`config.mk`:
```
export PLATFORM = sky130hd
export DESIGN_NAME = rotate_sequencer
export DESIGN_NICKNAME = d
export VERILOG_FILES = /design/src/rtl/rotate_sequencer.sv
export SDC_FILE = /design/constraint.sdc
export NUM_CORES = 1
export LEC_CHECK = 0
export ABC_AREA = 1
export CORE_ASPECT_RATIO = 0.5
export CORE_MARGIN = 4
export CORE_UTILIZATION = 45
export DETAILED_ROUTE_END_ITERATION = 10
export DONT_BUFFER_PORTS = 1
export GPL_ROUTABILITY_DRIVEN = 0
export GPL_TIMING_DRIVEN = 0
export PLACE_DENSITY = 0.6
export SYNTH_ARGS = -nofsm -noshare
export SYNTH_HDL_FRONTEND = slang
export SYNTH_SLANG_ARGS = --single-unit
```
`constraint.sdc`:
```
create_clock -name clk -period 3.1 [get_ports clk]
set_input_delay 0.465 -clock clk [delete_from_list [all_inputs] [get_ports clk]]
set_output_delay 0.465 -clock clk [all_outputs]
set_load 0.02 [all_outputs]
```
`src/rtl/rotate_sequencer.sv`:
```
// Multi-pass 64-bit rotate controller: builds rotates of 0-63 in either direction
// from a 0-31 right-rotate stage by recirculating an accumulator through it.
module rotate_sequencer (
    input  logic        clk,
    input  logic        rst,
    input  logic        start_valid,
    output logic        start_ready,
    input  logic [63:0] data_in,
    input  logic [5:0]  amt,
    input  logic        dir,
    output logic [63:0] result,
    output logic        result_valid,
    input  logic        result_ready,
    output logic        busy
);

    typedef enum logic [2:0] {
        IDLE = 3'd0,
        P16A = 3'd1,
        P16B = 3'd2,
        PFIN = 3'd3,
        DONE = 3'd4
    } state_t;

    state_t      state, state_nxt;
    logic [63:0] acc, acc_nxt;
    logic [5:0]  r, r_nxt;
    logic [4:0]  samt;
    logic [63:0] rot_out;

    // Single-pass right rotate by samt (the barrel_rotate_right stage).
    assign rot_out = 64'({acc, acc} >> samt);

    // NOTE: every always_comb output gets a default first so no path leaves it unassigned (no latch).
    always_comb begin
        state_nxt = state;
        acc_nxt   = acc;
        r_nxt     = r;
        samt      = 5'd0;
        unique case (state)
            IDLE: begin
                if (start_valid) begin
                    acc_nxt   = data_in;
                    r_nxt     = dir ? 6'(~amt + 6'd1) : amt;
                    state_nxt = r_nxt[5] ? P16A : PFIN;
                end
            end
            P16A: begin
                samt      = 5'd16;
                acc_nxt   = rot_out;
                state_nxt = P16B;
            end
            P16B: begin
                samt      = 5'd16;
                acc_nxt   = rot_out;
                state_nxt = PFIN;
            end
            PFIN: begin
                // r[4:0] may be 0: an identity pass keeps latency uniform.
                samt      = r[4:0];
                acc_nxt   = rot_out;
                state_nxt = DONE;
            end
            DONE: begin
                if (result_ready) state_nxt = IDLE;
            end
            default: state_nxt = IDLE;
        endcase
    end

    // NOTE: sequential state uses non-blocking assignments so all registers update from pre-edge values.
    always_ff @(posedge clk or posedge rst) begin
        if (rst) begin
            state <= IDLE;
            acc   <= '0;
            r     <= '0;
        end else begin
            state <= state_nxt;
            acc   <= acc_nxt;
            r     <= r_nxt;
        end
    end

    assign start_ready  = (state == IDLE) && !rst;
    assign result_valid = (state == DONE);
    assign busy         = (state != IDLE);
    assign result       = acc;

endmodule

```
# Yosys cells after proc, flatten, opt, wreduce, memory -nomap -nowiden
# Index checks and enable logic that the tools add are counted.
dict set report totals {
  reg_bits 72
  latchBits 0
  mem_bits_rw 0
  mem_bits_ro 0
  input_bits 75
  elab_cells 30
  n_memories 0
}
dict set report op_classes {
  n_addsub 1
  n_mul 0
  div_mod_pow 0
  n_lt_le_gt_ge 0
  eq_ne 6
  shifts 1
  mux 8
  bitwise 1
  reduce_logical 10
}
# cell count
set ops {}
lappend ops {{64-bit case mux with 2 select lines} 1}
lappend ops {{128-bit by 5-bit right shift with 64-bit output} 1}
lappend ops {{64-bit two-way mux} 1}
lappend ops {{3-bit case mux with 5 select lines} 1}
lappend ops {{5-bit case mux with 2 select lines} 1}
lappend ops {{6-bit by 1-bit adder with 6-bit output (second input constant)} 1}
lappend ops {{3-bit by 2-bit equality test with 1-bit output (second input constant)} 2}
lappend ops {{3-bit two-way mux} 2}
lappend ops {{6-bit two-way mux} 1}
lappend ops {{6-bit inverter} 1}
lappend ops {{2-bit AND reduction} 3}
lappend ops {{3-bit by 1-bit equality test with 1-bit output (second input constant)} 1}
lappend ops {{3-bit equality test (second input constant)} 1}
lappend ops {{3-bit zero test} 1}
lappend ops {{3-bit nonzero test} 1}
lappend ops {{3-bit OR reduction} 1}
lappend ops {{2-bit two-way mux} 1}
lappend ops {{2-bit by 1-bit inequality test with 1-bit output (second input constant)} 1}
lappend ops {{2-bit inequality test (second input constant)} 1}
lappend ops {{2-bit nonzero test} 1}
lappend ops {{2-bit OR reduction} 1}
lappend ops {{1-bit logical AND} 1}
lappend ops {{1-bit zero test} 1}

# Depth between registers and ports, before layout
dict set report depth {
  word_depth 6
  ltp_mapped 12
  mapped_depth_nobuf 11
}

# Worst setup path after synthesis
# OpenSTA, ideal clock, no wires.
dict set report synth_path {
  path_kind {reg2reg}
  start {register state[0]}
  end {register acc[0] (netlist: result[0])}
  setup_time_ps 113
  t_arrival_ps 1575
  required_ps 2987
  path_slack_ps 1412
  stages_incl_launch_ff 12
  synth_period_minus_slack_ps 1688
  cell_sequence {dfrtp_1 > nand2_2 > nor2_4 > buf_6 > nand2_1 > buf_2 > buf_1 > nand3_1 > nand3_1 > nand3_1 > nand2_1 > inv_1}
}
dict set report synth_via {
  elab_chain_cells 5
  word_cells_on_any_way 12
}
# element line_no
set synth_rtl {}
lappend synth_rtl {{start, declared} 25} ;# state_t state, state_nxt;
lappend synth_rtl {{start signal, assigned} 78} ;# state <= state_nxt;
lappend synth_rtl {{3-bit by 2-bit equality test with 1-bit output / 3-bit by 1-bit equality test with 1-bit output (equally long branches)} 40} ;# unique case (state)
lappend synth_rtl {{2-bit OR reduction (no source line)} -}
lappend synth_rtl {{5-bit case mux with 2 select lines} 40}
lappend synth_rtl {{128-bit by 5-bit right shift with 64-bit output} 32} ;# assign rot_out = 64'({acc, acc} >> samt);
lappend synth_rtl {{64-bit case mux with 2 select lines} 40}
lappend synth_rtl {{end signal, assigned} 79} ;# acc <= acc_nxt;
lappend synth_rtl {{end, declared} 26} ;# logic [63:0] acc, acc_nxt;
# Several ways; a longest one is shown, not always the timed one.
# A chain may end at the register's enable or synchronous reset.

# Final worst setup path
dict set report layout_path {
  start {register state[0]}
  end {register acc[26] (netlist: result[26])}
}
# Same word-level chain as after synthesis.

==> flow_metrics.py <==
metrics = {
    "status": {
        "status": "complete, but fails checks",
        "violations": "design-rule violations, negative hold slack",
    },
    "power": {
        "leakage_nw": 3.61,
        "vdd_drop_max_v": 0.000532,
        "power_density_nw_per_um2": 1520,
        "total_power_mw": 11.8,
    },
    "cts": {
        "cts_root_buf": "clkbuf_16",
        "postCtsHoldBufs": 0,
        "cts_resized": 0,
        "cts_tree": "done",
        "cts_made_buffers": 9,
        "htree_num_levels": 3,
        "clkTransAtPathRegs_ns": 0.07,
        "postCtsSetupBuffers": 0,
        "clk-insertion-delay-late_ns": 0.37,
        "clockBufferDepth": 2,
        "cts.sinks": 72,
    },
    "placed_design": {
        "pre_cts_slack_ns": 0.597,
        "hpwl_um": 27400,
        "portBuffers": 0,
        "placed_area_um2": 7440,
    },
    "sta": {
        "setup_viol": 0,
        "finalHoldViolCount": 7,
        "max_freq_mhz": 356,
        "worst_slew_pin_slew_ns": 1.07,
        "finalCritPeriodShare": 0.906,
        "timing.final.max_slew_violations": 0,
        "fin_hold_ws_ns": -0.00779,
        "setup-tns-final_ns": 0,
        "rsz0062_at_grt": "no",
        "setup_slack_ns": 0.291,
        "finalCriticalPeriod_ns": 2.81,
        "slew_headroom": 0.281,
        "fin_worst_skew_ns": 0.0144,
    },
    "die": {
        "floorplan.initialDensity": 0.462,
        "dieArea_um2": 18100,
        "die_w_um": 186,
        "io_pins": 142,
        "coreArea_um2": 15500,
        "die_h_um": 97.2,
        "rows": 32,
    },
    "logic_synthesis": {
        "ys_seq_elements": 72,
        "syn_area_um2": 7160,
        "yosys_warnings": 0,
        "netlist_instances": 1186,
        "ys_types": 23,
        "yosysSeqAreaShare": 0.252,
        "syn_nets": 1262,
        "syn_area_per_cell_um2": 6.04,
    },
    "critical_path": {
        "required_ns": 3.40,
        "arrival_ns": 3.11,
        "path_class": "reg2reg",
        "end_kind": "flop",
        "startpoint_type": "flop",
        "critPathMaxFanout": 10,
    },
    "route": {
        "vias": 9682,
        "wl_um": 35200,
        "initialDrtViolationCount": 2410,
        "vias_per_cell": 6.88,
        "remaining_drc_errors": 1,
        "final_antenna_net_count": 0,
        "wl_per_cell_um": 25.0,
        "drtPass1Iterations": 11,
    },
    "global_routing": {
        "grt_pass1_vias": 8715,
        "grt_pass1_wl_um": 52700,
        "grt_max_degree": 39,
        "overflow": 0,
        "grt_antenna_before_repair": 2,
        "grtUsageTotal": 0.376,
    },
    "final_layout": {
        "drive_gt1_frac": 0.0939,
        "num_antenna_cells": 0,
        "design_area_um2": 7740,
        "area_growth_pct": 8.08,
        "nets": 1274,
    },
    "run": {
        "maxCapViolCount": 0,
    },
    "hold_path": {
        "hold_class": "in2async",
    },
}
## final timing paths
| kind | depth (start not counted) | slack, ns | endpoint | from |
|---|---|---|---|---|
| max in group asynchronous | 2 | 2.51 | result[23] | rst |
| max | 9 | 0.29 | result[26] | state[0] |
| min reg2reg | 2 | 0.49 | r[2] | r[2] |
| min in group clk | 1 | 0.20 | state[2] | result_ready |
| max reg2reg | 9 | 0.29 | result[26] | state[0] |
| min | 1 | -0.008 | state[0] | rst |
## critical path, stage by stage, from the launching register on
cell and delay [ns]:
dfrtp_1 0.44, nor2_1 0.09, nor2_1 0.13, inv_1 0.09
nor2_1 0.81, clkbuf_1 0.48, nand3_1 0.35, nand3_1 0.23
nand2_1 0.08, inv_1 0.05
## cell usage in the layout, fill, tap and decap left out, types with 2 or more instances in the layout
cell | synthesis | routed
inv_1 | 75 | 74
nand3_1 | 642 | 642
nor2_1 | 12 | 12
or2_2 | 52 | 52
o31ai_1 | 3 | 3
clkinv_2 | 0 | 2
clkbuf_16 | 0 | 9
inv_2 | 3 | 3
buf_1 | 12 | 12
buf_4 | 4 | 4
clkbuf_8 | 0 | 2
xor2_1 | 2 | 2
dfrtp_1 | 72 | 72
or2_1 | 14 | 14
nand2_1 | 143 | 143
buf_2 | 34 | 34
clkbuf_1 | 42 | 44
o21ai_0 | 68 | 68
## synth_stat cells
library cell,count,area [µm²]
buf_2,34,170
o21ai_0,68,340
clkbuf_1,42,158
buf_4,4,30.0
o31ai_1,3,22.5
nor3_1,1,5.00
dfrtp_1,72,1800
buf_1,12,45.0
xnor2_1,1,8.76
inv_2,3,11.3
ha_1,1,12.5
nand2_2,1,6.26
xor2_1,2,17.5
a21oi_1,1,5.00
nor2_4,1,11.3
inv_1,75,282
or2_2,52,325
buf_6,1,11.3
or2_1,14,87.6
nand3_1,642,3210
nor2_1,12,45.0
nand2_1,143,537
nand4_2,1,12.5
## flip-flops by register name, indices dropped and copies added, names as in the netlist
signal	flops
result	64
r	5
state	3
## cell families (layout without fill, tap and decap cells)
family | after synthesis | after routing | share of synthesized area
AOI/OAI and AO/OA | 72 | 72 | 0.0514
xor gates and xnor gates | 3 | 3 | 0.00367
adders and majority gates | 1 | 1 | 0.00175
buffers and inverters | 171 | 188 | 0.0988
DFF | 72 | 72 | 0.252
and+or+nand+nor | 867 | 867 | 0.593
## metrics by stage
step                       util  std cells  hold slack [ns]
after floorplan               -       1186            0.452
after CTS                 0.499       1407           0.0192
after detailed placement  0.480       1391            0.397
after global placement    0.478       1390            0.475
final                     0.499       1407         -0.00779
after global routing      0.499       1407           0.0508
## layout make-up
type / instances / area [µm²]
repair buffers: 1 / 20.0
flip-flops and latches: 72 / 1800
plain buffers: 93 / 414
well taps: 204 / 255
multi-input cells: 943 / 4650
fillers: 1635 / 7760
clock buffers: 13 / 260
clock inverters: 3 / 40.0
inverters: 78 / 295
## layer usage
metal | track usage | part of all wire | routed length [µm]
met1 | 0.518 | 0.39 | 13700
met2 | 0.472 | 0.35 | 12400
met3 | 0.213 | 0.20 | 7060
met4 | 0.152 | 0.055 | 1940
met5 | 0 | 0.0023 | 80
## power by group
group	internal [mW]	switching [mW]	leakage (nW)
clock network	0.665	0.445	0.150
logic	2.38	5.62	2.60
registers	1.48	1.17	0.861
Power figures use the tool's default switching activity.
